<file path="config.mk">
export PLATFORM = sky130hd
export DESIGN_NAME = atm_keypad_session
export DESIGN_NICKNAME = d
export VERILOG_FILES = /design/src/rtl/atm_keypad_session.sv
export SDC_FILE = /design/constraint.sdc
export NUM_CORES = 1
export LEC_CHECK = 0
export BUFFER_PORTS_ARGS = -buffer_cell sky130_fd_sc_hd__buf_2
export CORE_ASPECT_RATIO = 1.75
export CORE_UTILIZATION = 50
export CTS_CLUSTER_DIAMETER = 80
export DETAILED_ROUTE_END_ITERATION = 10
export PLACE_DENSITY_LB_ADDON = 0.25
export SYNTH_ARGS = -nofsm -noshare
export SYNTH_HDL_FRONTEND = slang
export SYNTH_SLANG_ARGS = --single-unit
</file>
<file path="constraint.sdc">
create_clock -name clk -period 5.5 [get_ports clk]
set_input_delay 0 -clock clk [delete_from_list [all_inputs] [get_ports clk]]
set_output_delay 0 -clock clk [all_outputs]
set_load 0.01 [all_outputs]
</file>
<file path="src/rtl/atm_keypad_session.sv">
// ATM customer-session front end: card insert, PIN entry with retry/lockout,
// operation menu, amount entry, inactivity timeout and request handshake.
module atm_keypad_session #(
  parameter int MAX_ATTEMPTS   = 3,
  parameter int TIMEOUT_CYCLES = 1000
) (
  input  logic        clk,
  input  logic        rst,
  input  logic        card_in,
  input  logic [3:0]  card_acc,
  input  logic        key_valid,
  input  logic [3:0]  key_code,
  input  logic        auth_done,
  input  logic        auth_ok,
  input  logic        req_ready,
  output logic [3:0]  acc_num,
  output logic [15:0] pin,
  output logic        pin_valid,
  output logic [2:0]  operation,
  output logic [15:0] amount,
  output logic        req_valid,
  output logic        locked,
  output logic [2:0]  attempts_left,
  output logic [2:0]  state
);

  localparam int          TW     = (TIMEOUT_CYCLES > 1) ? $clog2(TIMEOUT_CYCLES) : 1;
  localparam logic [TW-1:0] TLAST = TW'(TIMEOUT_CYCLES - 1);
  localparam logic [2:0]  MAX_A  = 3'(MAX_ATTEMPTS);

  localparam logic [3:0] K_CLEAR  = 4'd10;
  localparam logic [3:0] K_ENTER  = 4'd11;
  localparam logic [3:0] K_CANCEL = 4'd12;

  typedef enum logic [2:0] {
    S_IDLE    = 3'd0,
    S_PIN     = 3'd1,
    S_VERIFY  = 3'd2,
    S_MENU    = 3'd3,
    S_AMOUNT  = 3'd4,
    S_ISSUE   = 3'd5,
    S_LOCKOUT = 3'd6
  } state_t;

  state_t        r_state,     w_state_n;
  logic          r_card_d;
  logic [3:0]    r_acc,       w_acc_n;
  logic [15:0]   r_pin,       w_pin_n;
  logic [2:0]    r_cnt,       w_cnt_n;
  logic          r_pin_valid, w_pin_valid_n;
  logic [2:0]    r_op,        w_op_n;
  logic [15:0]   r_amt,       w_amt_n;
  logic          r_locked,    w_locked_n;
  logic [2:0]    r_att,       w_att_n;
  logic          r_new_pin,   w_new_pin_n;
  logic [TW-1:0] r_timer,     w_timer_n;

  logic        w_rise, w_fall, w_is_digit, w_timed, w_abort;
  logic [19:0] w_amt_calc;

  assign w_rise     = card_in & ~r_card_d;
  assign w_fall     = ~card_in & r_card_d;
  assign w_is_digit = key_valid && (key_code <= 4'd9);
  assign w_timed    = (r_state == S_PIN) || (r_state == S_MENU) || (r_state == S_AMOUNT);
  assign w_amt_calc = {4'd0, r_amt} * 20'd10 + {16'd0, key_code};

  // NOTE: every signal assigned here gets a default first, so no path through
  // the case statement can leave one unassigned and infer a latch.
  always_comb begin
    w_state_n     = r_state;
    w_acc_n       = r_acc;
    w_pin_n       = r_pin;
    w_cnt_n       = r_cnt;
    w_pin_valid_n = 1'b0;
    w_op_n        = r_op;
    w_amt_n       = r_amt;
    w_locked_n    = r_locked;
    w_att_n       = r_att;
    w_new_pin_n   = r_new_pin;
    w_abort       = 1'b0;

    case (r_state)
      S_IDLE: begin
        if (w_rise && (card_acc <= 4'd9)) begin
          w_acc_n   = card_acc;
          w_pin_n   = '0;
          w_cnt_n   = '0;
          w_state_n = S_PIN;
        end
      end
      S_PIN: begin
        if (w_is_digit) begin
          if (r_cnt < 3'd4) begin
            w_pin_n = {r_pin[11:0], key_code};
            w_cnt_n = r_cnt + 3'd1;
          end
        end else if (key_valid && key_code == K_CLEAR) begin
          w_pin_n = '0;
          w_cnt_n = '0;
        end else if (key_valid && key_code == K_ENTER) begin
          if (r_cnt == 3'd4) begin
            if (r_new_pin) begin
              w_state_n = S_ISSUE;
            end else begin
              w_pin_valid_n = 1'b1;
              w_state_n     = S_VERIFY;
            end
          end
        end else if (key_valid && key_code == K_CANCEL) begin
          w_abort = 1'b1;
        end
      end
      S_VERIFY: begin
        if (auth_done) begin
          if (auth_ok) begin
            w_att_n   = MAX_A;
            w_state_n = S_MENU;
          end else if (r_att <= 3'd1) begin
            w_att_n    = '0;
            w_locked_n = 1'b1;
            w_state_n  = S_LOCKOUT;
          end else begin
            w_att_n   = r_att - 3'd1;
            w_pin_n   = '0;
            w_cnt_n   = '0;
            w_state_n = S_PIN;
          end
        end
      end
      S_MENU: begin
        if (w_is_digit) begin
          case (key_code)
            4'd1: begin
              w_op_n    = 3'd1;
              w_amt_n   = '0;
              w_state_n = S_ISSUE;
            end
            4'd2, 4'd3: begin
              w_op_n    = key_code[2:0];
              w_amt_n   = '0;
              w_state_n = S_AMOUNT;
            end
            4'd4: begin
              // Change PIN reuses PIN entry; the flag diverts ENTER to ISSUE.
              w_op_n      = 3'd4;
              w_pin_n     = '0;
              w_cnt_n     = '0;
              w_new_pin_n = 1'b1;
              w_state_n   = S_PIN;
            end
            4'd5:    w_abort = 1'b1;
            default: ;
          endcase
        end else if (key_valid && key_code == K_CANCEL) begin
          w_abort = 1'b1;
        end
      end
      S_AMOUNT: begin
        if (w_is_digit) begin
          w_amt_n = (w_amt_calc > 20'd9999) ? 16'd9999 : w_amt_calc[15:0];
        end else if (key_valid && key_code == K_CLEAR) begin
          w_amt_n = '0;
        end else if (key_valid && key_code == K_ENTER) begin
          if (r_amt != 16'd0) w_state_n = S_ISSUE;
        end else if (key_valid && key_code == K_CANCEL) begin
          w_abort = 1'b1;
        end
      end
      S_ISSUE: begin
        if (req_ready) begin
          w_new_pin_n = 1'b0;
          w_state_n   = S_MENU;
        end
      end
      S_LOCKOUT: begin
        if (w_fall) begin
          w_locked_n = 1'b0;
          w_att_n    = MAX_A;
          w_state_n  = S_IDLE;
        end
      end
      default: w_state_n = S_IDLE;
    endcase

    if (w_timed && !key_valid && (r_timer == TLAST)) w_abort = 1'b1;
    if (w_fall && (r_state != S_LOCKOUT))            w_abort = 1'b1;

    // Card removal outranks every other event, including a same-cycle key or verdict.
    if (w_abort) begin
      w_pin_n       = '0;
      w_cnt_n       = '0;
      w_amt_n       = '0;
      w_op_n        = '0;
      w_att_n       = MAX_A;
      w_locked_n    = 1'b0;
      w_new_pin_n   = 1'b0;
      w_pin_valid_n = 1'b0;
      w_state_n     = S_IDLE;
    end

    w_timer_n = (w_timed && !key_valid && (w_state_n == r_state)) ? r_timer + TW'(1) : '0;
  end

  // NOTE: state registers use non-blocking assignments so every flop samples
  // the pre-edge values, independent of statement order.
  always_ff @(posedge clk) begin
    if (rst) begin
      r_state     <= S_IDLE;
      r_card_d    <= 1'b0;
      r_acc       <= '0;
      r_pin       <= '0;
      r_cnt       <= '0;
      r_pin_valid <= 1'b0;
      r_op        <= '0;
      r_amt       <= '0;
      r_locked    <= 1'b0;
      r_att       <= MAX_A;
      r_new_pin   <= 1'b0;
      r_timer     <= '0;
    end else begin
      r_state     <= w_state_n;
      r_card_d    <= card_in;
      r_acc       <= w_acc_n;
      r_pin       <= w_pin_n;
      r_cnt       <= w_cnt_n;
      r_pin_valid <= w_pin_valid_n;
      r_op        <= w_op_n;
      r_amt       <= w_amt_n;
      r_locked    <= w_locked_n;
      r_att       <= w_att_n;
      r_new_pin   <= w_new_pin_n;
      r_timer     <= w_timer_n;
    end
  end

  assign acc_num       = r_acc;
  assign pin           = r_pin;
  assign pin_valid     = r_pin_valid;
  assign operation     = r_op;
  assign amount        = r_amt;
  assign req_valid     = (r_state == S_ISSUE) && !w_fall;
  assign locked        = r_locked;
  assign attempts_left = r_att;
  assign state         = r_state;

endmodule

</file>
-- Word level (Yosys, flattened, before mapping)
Cells that the tools add are included.
- register bits after elaboration: 62
- bits of input ports: 15
- logic and storage cells: 164
- output and inout port bits: 48
- bitwise operators: 8
- muxes and demuxes: 69
- order comparisons: 5
- reduce and logical (&&, ||, !) cells: 34
- add/sub/neg operators: 4
- equality and inequality tests: 31
- $mul: 1
- operators with widths (kind ; number):
    2-to-1 mux 16 bit ; 13
    2-to-1 mux 3 bit ; 30
    one-hot mux 16 bit (4 select lines) ; 1
    one-hot mux 16 bit (2 select lines) ; 1
    one-hot mux 3 bit (7 select lines) ; 1
    adder 20 x 4 -> 20 bit ; 1
    > comparator 20 x 14 -> 1 bit, second input constant ; 1
    multiplier 16 x 3 -> 19 bit, second input constant ; 1
    != test 2 bit, second input constant ; 9
    one-hot mux 3 bit (3 select lines) ; 2
    2-to-1 mux 1 bit ; 16
    nonzero test 16 bit ; 1
    equality test 3 bit, second input constant ; 4
    equality test 4 bit, second input constant ; 3
    one-hot mux 3 bit (4 select lines) ; 1
    adder 10 x 1 -> 10 bit, second input constant ; 1
    equality test 10 bit, second input constant ; 1
    logical AND 1 bit ; 10
    != test 3 x 2 -> 1 bit, second input constant ; 3
    AND reduction 9 bit ; 1
    equality test 4 x 2 -> 1 bit, second input constant ; 2
    equality test 4 x 3 -> 1 bit, second input constant ; 2
    less-or-equal comparator 4 bit, second input constant ; 2
    AND reduction 4 bit ; 2
    other kinds (26) ; 43

-- Logic depth before layout (Yosys ltp)
Gate-level depths: netlist (run 1).
- depth in word-level cells: 14
- gate-level depth with buffers: 13

-- Least setup slack after synthesis (run 1)
Ideal clock, no wire load.
- kind: register to register
- start point: register r_amt[1] (netlist: amount[1])
- end point: register r_amt[10] (netlist: amount[10])
- cell stages (with the launch flop): 13
- setup slack: 1.553 ns
- buffers on the path: 0
- arrival time: 3.830 ns
- period minus slack after synthesis: 3.947 ns
- setup time: 0.117 ns
- cell sequence: dfxtp_1 ha_1 ha_1 fa_1 a21o_1 a221oi_2 xor2_2 nor4_4 nand4_1 or4_4 a221o_1 a21o_1 a22o_1
- word-level cells in the longest chain between the ends: 6
- RTL lines (item ; line ; source):
    start: declaration ; 52 ; logic [15:0] r_amt, w_amt_n;
    start signal: assignment ; 228 ; r_amt <= w_amt_n;
    multiplier 16 x 3 -> 19 bit * ; 65 ; assign w_amt_calc = {4'd0, r_amt} * 20'd10 + {16'd0, key_code};
    adder 20 x 4 -> 20 bit * ; 65 ;
    > comparator 20 x 14 -> 1 bit ; 160 ; w_amt_n = (w_amt_calc > 20'd9999) ? 16'd9999 : w_amt_calc[15:0];
    2-to-1 mux 16 bit * ; 160 ;
    2-to-1 mux 16 bit * ; 159 ; if (w_is_digit) begin
    one-hot mux 16 bit (2 select lines) * ; 82 ; case (r_state)
Mark *: on every way between the ends. The rest lies on a longest branch, timed or not.
A chain may end at the register's enable or synchronous reset.

-- Final worst setup path (run 1)
- start point: register r_amt[1] (netlist: amount[1])
- end point: register r_amt[3] (netlist: amount[3])
The elaborated chain is that of the path after synthesis.

==> flow_summary.json, run 1 <==
{
  "worst_pin_slew_ns": 0.961,
  "hold_violations": 0,
  "rsz0062_at_grt": "no",
  "drv_cap": 0,
  "die_w_um": 72.5,
  "num_antenna_cells": 0,
  "cts_setup_buffers": 0,
  "critPathTopFamily": "simple AND/OR/NAND/NOR gates",
  "hp-start": "key_code[1]",
  "cp.required_ns": 5.72,
  "clock-sinks": 62,
  "synthCells": 537,
  "synth_area_sq_um": 4350,
  "hold_buffers": 13,
  "postSynthAreaPerCell_sq_um": 8.10,
  "first_pass_iters": 4,
  "ys_warn_count": 0,
  "std_cell_rows": 44,
  "ys_ff_latch": 62,
  "p_leak_nw": 2.32,
  "ant_nets": 0,
  "slowest_stage": "a211oi_2",
  "drive_above_1_share": 0.170,
  "ys.flop_type": "dfxtp_1",
  "synth_nets": 590,
  "viasPerCell": 5.96,
  "fill_cells": 752,
  "max_stage_delay_ns": 0.57,
  "wl_um": 12400,
  "r2r_start": "amount[1]",
  "ios": 63,
  "cts_root_buffer": "clkbuf_16",
  "cts.path.max_buffers": 2,
  "p_int_uw": 904,
  "grt_pass1_vias": 4297,
  "p_sw_frac": 0.219,
  "status": "finished, final reports clean",
  "async_flop_share": 0,
  "dp_worst_setup_slack_ns": 1.10,
  "fin_skew_ns": 0.00635,
  "grt_max_degree": 25,
  "relSlewSlack": 0.343,
  "clk_latency_ns": 0.33,
  "cts_tree": "built",
  "critPathLaunch": "amount[1]",
  "cts.htree.levels": 3,
  "grt_pass1_wl_um": 20200,
  "drc": 0,
  "powerDensity_nw_per_um2": 222,
  "ys_seq_area_frac": 0.285,
  "min_path_type": "primary input to register",
  "vias": 4319,
  "seqPwrFrac": 0.397,
  "cts_buffers": 9,
  "final_core_util": 0.622,
  "max_freq_mhz": 226,
  "port_buffers": 62,
  "first_iter_violations": 173,
  "yosys.cell_types.count": 70,
  "final.setup.tns_ns": 0,
  "setup_ws_ns": 1.08,
  "die_h_um": 125,
  "fin_crit_sh": 0.804,
  "gr-total-overflow": 0,
  "pwr-share-clk": 0.538,
  "dieArea_sq_um": 9090,
  "gp_congestion": 0.918,
  "path_clk_slew_ns": 0.06,
  "layout_min_cycle_time_ns": 4.42,
  "path_buf_inv": 1,
  "worstSetupEndpointType": "register",
  "final_net_count": 658,
  "area_growth_pct": 19.6,
  "core_sq_um": 8370,
  "wl_per_cell_um": 17.0,
  "grt_usage": 0.285,
  "cp_cell_sequence": "ha_1, ha_1, fa_1, inv_1, nor3_1, nand4_1, nor4_4, nand4_1, or4_4, a211oi_2, o211ai_1, a22o_1",
  "slew_viol_final": 0,
  "start_util": 0.520,
  "cp.arrival_ns": 4.64,
  "max-vdd-ir-drop_mv": 0.290,
  "path_max_fanout": 7,
  "post_cts_resize_count": 0,
  "netSwitchingPower_uw": 254,
  "synth_edf_count": 0,
  "dpl.hpwl_um": 9320,
  "setup.worst_path.start_class": "register",
  "setup_violations": 0,
  "antenna_found_initial": 0,
  "combPwrFrac": 0.065,
  "critPathKind": "register to register"
}
[through the flow]
step | total power, mW | hold slack, ns | cells | instance area, sq um
detailed placement | 0.535 | 0.253 | 696 | 4740
CTS | 1.17 | 0.00987 | 725 | 5210
global placement | 0.534 | 0.234 | 696 | 4740
global route | 1.20 | 0.0239 | 725 | 5210
floorplan | 0.511 | 0.128 | 537 | 4350
finish | 1.16 | 0.0234 | 725 | 5210
[layout by cell type (no fill, tap or decap), types with 6 or more instances in the layout]
| cell | synthesis | final |
|---|---|---|
| o21ai_0 | 22 | 22 |
| a211oi_1 | 7 | 7 |
| o21ai_1 | 7 | 7 |
| nand2_1 | 67 | 67 |
| clkbuf_16 | 0 | 9 |
| inv_1 | 12 | 12 |
| dfxtp_1 | 62 | 62 |
| nor2b_1 | 6 | 6 |
| a21o_1 | 10 | 10 |
| a31oi_1 | 9 | 9 |
| ha_1 | 36 | 36 |
| nor4_1 | 8 | 8 |
| dlygate4sd3_1 | 0 | 13 |
| xnor2_1 | 16 | 16 |
| buf_2 | 3 | 62 |
| nor2_1 | 48 | 48 |
| nand2b_1 | 8 | 8 |
| mux2i_1 | 6 | 6 |
| a21oi_1 | 47 | 47 |
| nand4_1 | 7 | 7 |
| nor3_1 | 9 | 9 |
| and3_1 | 7 | 7 |
| xor2_1 | 9 | 9 |
| and2_1 | 8 | 8 |
| nand3_1 | 12 | 12 |
[area by class of cell]
| type | count | area, sq um | share of cell area |
|---|---|---|---|
| clock inverter | 5 | 81.3 | 0.0156 |
| tap | 115 | 144 | 0.0276 |
| multi-input combinational | 440 | 2970 | 0.570 |
| sequential | 62 | 1240 | 0.238 |
| timing repair buffer | 79 | 470 | 0.0904 |
| inverter | 13 | 48.8 | 0.00937 |
| clock buffer | 11 | 253 | 0.0485 |
[final timing paths]
path	endpoint	slack [ns]	cells past startpoint
setup / recovery	amount[3]	1.08	12
hold / removal	pin[1]	0.02	3
setup reg to reg	amount[3]	1.08	12
hold reg to reg	pin[12]	0.45	2
[Yosys cell counts, types with 3 or more instances]
cell / instances / area share
mux2i_1: 6 / 0.014
or2_2: 3 / 0.0043
a21oi_1: 47 / 0.054
nor4_1: 8 / 0.012
buf_1: 3 / 0.0026
nor2b_1: 6 / 0.0086
o2111a_1: 3 / 0.0078
clkbuf_1: 15 / 0.013
a211oi_1: 7 / 0.012
nor3_1: 9 / 0.010
xor2_1: 9 / 0.018
nand2_1: 67 / 0.058
a31oi_1: 9 / 0.013
inv_1: 12 / 0.010
nor3b_1: 3 / 0.0052
o211ai_1: 5 / 0.0086
o21a_1: 5 / 0.0086
or4_1: 3 / 0.0052
a2111oi_0: 5 / 0.010
o21ai_0: 22 / 0.025
nand2b_1: 8 / 0.012
a22o_1: 5 / 0.010
ha_1: 36 / 0.10
a22oi_1: 3 / 0.0052
and3_1: 7 / 0.010
o21bai_1: 3 / 0.0052
xnor2_1: 16 / 0.032
a211o_1: 3 / 0.0060
and2_1: 8 / 0.012
a21o_1: 10 / 0.017
nor2_1: 48 / 0.041
o31ai_1: 5 / 0.0086
o21ai_1: 7 / 0.0080
nand3b_1: 4 / 0.0069
nand3_1: 12 / 0.014
and4_1: 3 / 0.0060
nand4_1: 7 / 0.010
buf_2: 3 / 0.0034
dfxtp_1: 62 / 0.29
[worst min-delay path, cell delays in order]
cell and delay (ns):
buf_2 0.17, nand2_1 0.08, a21oi_1 0.05
[sequential cells by signal, indices dropped and copies added (netlist names)]
register	flops
pin	16
operation	3
amount	16
r_new_pin	1
state	3
pin_valid	1
r_card_d	1
acc_num	4
r_timer	10
r_cnt	3
locked	1
attempts_left	3
[logic make-up (layout without fill, tap and decap cells)]
kind of cell               count (synthesis)  in the layout  synth area share
AOI/OAI and AO/OA                        161            161             0.252
xor gates and xnor gates                  29             29            0.0653
DFF                                       62             62             0.285
buffers and inverters                     35            108            0.0328
adders and majority gates                 38             38             0.113
muxes                                      6              6            0.0138
and+or+nand+nor                          206            206             0.239
[routing by layer]
metal  vias to the layer above  share of wire  wire [um]  track usage
met2                       119           0.57       7060        0.538
met4                         0          0.030        371        0.166
met1                      2058           0.37       4570        0.281
met3                        27          0.028        345       0.0451
li1                       2115              -          -            -
met5                         -              0          0            0
[power by group through the flow]
stage	clock network, mW	registers (mW)	logic (mW)
5_1_grt	0.655	0.460	0.0825
3_3_place_gp	0	0.468	0.0654
3_5_place_dp	0	0.469	0.0668
4_1_cts	0.635	0.459	0.0741
2_1_floorplan	0	0.468	0.0424
6_report	0.623	0.459	0.0756
Power figures use the tool's default switching activity.
==> run 2: changes to the inputs <==
- ABC_AREA: default -> 1
- clock period: 5.5 -> 4.2 ns (I/O delays scaled with it)
==> flow_summary.json, run 2 <==
{
  "ys_seq_area_frac": 0.263,
  "path_clk_slew_ns": 0.05,
  "busiest_layer": "met2",
  "combPwrFrac": 0.089,
  "yosysTopAreaCellShare": 0.263,
  "async_flop_share": 0,
  "r2r_cells": 20,
  "vias": 4919,
  "ys.flop_type": "dfxtp_1",
  "critPathKind": "register to register",
  "pwr-share-clk": 0.511,
  "setup_ws_ns": 0.619,
  "ys_warn_count": 0,
  "cp.required_ns": 4.38,
  "drv_cap": 0,
  "cp.arrival_ns": 3.76,
  "hp-start": "auth_ok",
  "whs_endpoint": "locked",
  "slew_viol_final": 0,
  "rsz0062_at_grt": "no",
  "synth_area_sq_um": 4710,
  "antenna_found_initial": 0,
  "final_core_util": 0.604,
  "num_antenna_cells": 0,
  "wl_per_cell_um": 14.2,
  "fin_area_sq_um": 5490,
  "gr-usage-met1": 0.263,
  "r2r-end": "amount[10]",
  "clock-sinks": 62,
  "postSynthAreaPerCell_sq_um": 6.58,
  "drc": 0,
  "first_iter_violations": 233,
  "gp_congestion": 0.958,
  "die_w_um": 75.4,
  "status": "finished, final reports clean",
  "hold_path_depth": 4,
  "final_common_cell": "nand2_1",
  "grt_max_degree": 23,
  "die_h_um": 130,
  "use_met3": 0.0544,
  "synth_nets": 770,
  "cts_root_buffer": "clkbuf_16",
  "area_growth_pct": 16.5,
  "synth_common_cells": "nand2_1, inv_1, nor2_1",
  "final_net_count": 839,
  "rrSetupSlack_ns": 0.62,
  "fin_crit_sh": 0.853,
  "place_area_sq_um": 5100,
  "met2_usage": 0.528,
  "std_cell_rows": 46,
  "synthCells": 717,
  "clk_latency_ns": 0.33,
  "drive_above_1_share": 0.163,
  "ys_ff_latch": 62,
  "p_int_mw": 1.18,
  "ant_nets": 0,
  "cts.htree.levels": 3,
  "hold_violations": 0,
  "p_leak_nw": 2.74,
  "dp_worst_setup_slack_ns": 0.700,
  "port_buffers": 62,
  "synth_top_cells_by_area": "dfxtp_1, nand2_1, ha_1",
  "grt_pass1_wl_um": 21000,
  "dpl.hpwl_um": 10100,
  "final_cell_mix": "nand2_1, inv_1, nor2_1, dfxtp_1, buf_2",
  "r2r_start": "amount[1]",
  "setup_violations": 0,
  "whs_ns": 0.0325,
  "gr-total-overflow": 0,
  "first_pass_iters": 5,
  "layout_min_cycle_time_ns": 3.58,
  "grt_pass1_vias": 4834,
  "yosysTopAreaCell": "dfxtp_1",
  "min_path_type": "primary input to register",
  "ios": 63,
  "wl_um": 13000,
  "netSwitchingPower_uw": 379,
  "powerDensity_nw_per_um2": 283,
  "path_max_fanout": 14,
  "final.setup.tns_ns": 0,
  "seqPwrFrac": 0.399,
  "max_freq_mhz": 279,
  "yosys.cell_count.top_type": "nand2_1",
  "synth_edf_count": 0,
  "yosys.cell_types.count": 41,
  "start_util": 0.518,
  "p_sw_frac": 0.244,
  "fin_skew_ns": 0.00475,
  "viasPerCell": 5.40,
  "relSlewSlack": 0.496,
  "max-vdd-ir-drop_mv": 0.321,
  "cts_setup_buffers": 0,
  "grt_usage": 0.278,
  "cts_buffers": 9,
  "setup.worst_path.start_class": "register",
  "cts.path.max_buffers": 2,
  "cts_tree": "built",
  "worstSetupEndpointType": "register",
  "core_sq_um": 9090,
  "dieArea_sq_um": 9840,
  "worst_pin_slew_ns": 0.756
}
==> run 2: cell types whose count changed after synthesis, moves of 11 or more <==
cell      delta
a21oi_1     -14
clkbuf_1    -12
inv_1       +87
nand2_1    +111
nand2_2     +16
nand3_1     +38
nand4_1     +20
nor2_1      +44
nor2_2      +11
==> run 2: layout make-up <==
| cell class | instances | area [sq um] |
|---|---|---|
| Clock buffer | 9 | 225 |
| Clock inverter | 7 | 98.8 |
| Fill cell | 915 | 3600 |
| Inverter | 102 | 383 |
| Multi-Input combinational cell | 542 | 3010 |
| Sequential cell | 62 | 1240 |
| Tap cell | 120 | 150 |
| Timing Repair Buffer | 69 | 380 |
==> run 2: how the worst max path moves through the flow <==
stage	start	slack, ns	to
after global placement	amount[1]	0.79	amount[1]
after global routing	amount[1]	0.28	amount[1]
after detailed placement	amount[1]	0.70	amount[10]
after floorplan	amount[1]	1.12	amount[10]
after CTS	amount[1]	0.66	amount[1]
final	amount[1]	0.62	amount[10]
==> run 2: per-layer routing <==
metal	wire, um	share of wire	vias up
met5	0	0	-
met4	656	0.051	0
met3	506	0.039	51
met2	7110	0.55	134
met1	4700	0.36	2264
li1	-	-	2470
==> run 2: logic make-up (layout without fill, tap and decap cells) <==
group	after synthesis	in the layout	synth area share
xor+xnor	18	18	0.0334
simple gates	410	410	0.402
fa+ha+maj	38	38	0.104
flops	62	62	0.263
buf+inv	113	187	0.0974
compound gates	76	76	0.0995
==> run 2: critical path, stage by stage (launching register included) <==
cell     delay, ns
dfxtp_1       0.45
ha_1          0.28
ha_1          0.26
fa_1          0.55
nand2_1       0.09
nor2_1        0.10
nand2_1       0.07
nand2_1       0.06
nand2_1       0.09
nor2_4        0.16
inv_2         0.03
nor2_1        0.10
nand2_1       0.12
nor2_2        0.12
nand3_1       0.07
nand2_1       0.07
nand2_1       0.05
nor2_2        0.42
nand4_1       0.17
nand2_1       0.10
a21oi_1       0.06
==> run 2: power by group through the flow <==
stage | sequential, mW | clock (mW) | combinational (mW)
6_report | 0.622 | 0.796 | 0.139
5_1_grt | 0.623 | 0.832 | 0.156
4_1_cts | 0.621 | 0.804 | 0.138
3_5_place_dp | 0.634 | 0 | 0.132
3_3_place_gp | 0.633 | 0 | 0.130
2_1_floorplan | 0.640 | 0 | 0.0781
==> run 2: what timing repair did <==
item | in CTS | in global routing
hold buffers | 7 | 0
resized for setup | 0 | 0
hold endpoints to repair | 8 | 0
==> run 2: metrics by stage <==
stage / total power [mW] / std cells
2_1_floorplan: 0.718 / 717
3_3_place_gp: 0.763 / 888
3_5_place_dp: 0.766 / 888
4_1_cts: 1.56 / 911
5_1_grt: 1.61 / 911
6_report: 1.56 / 911
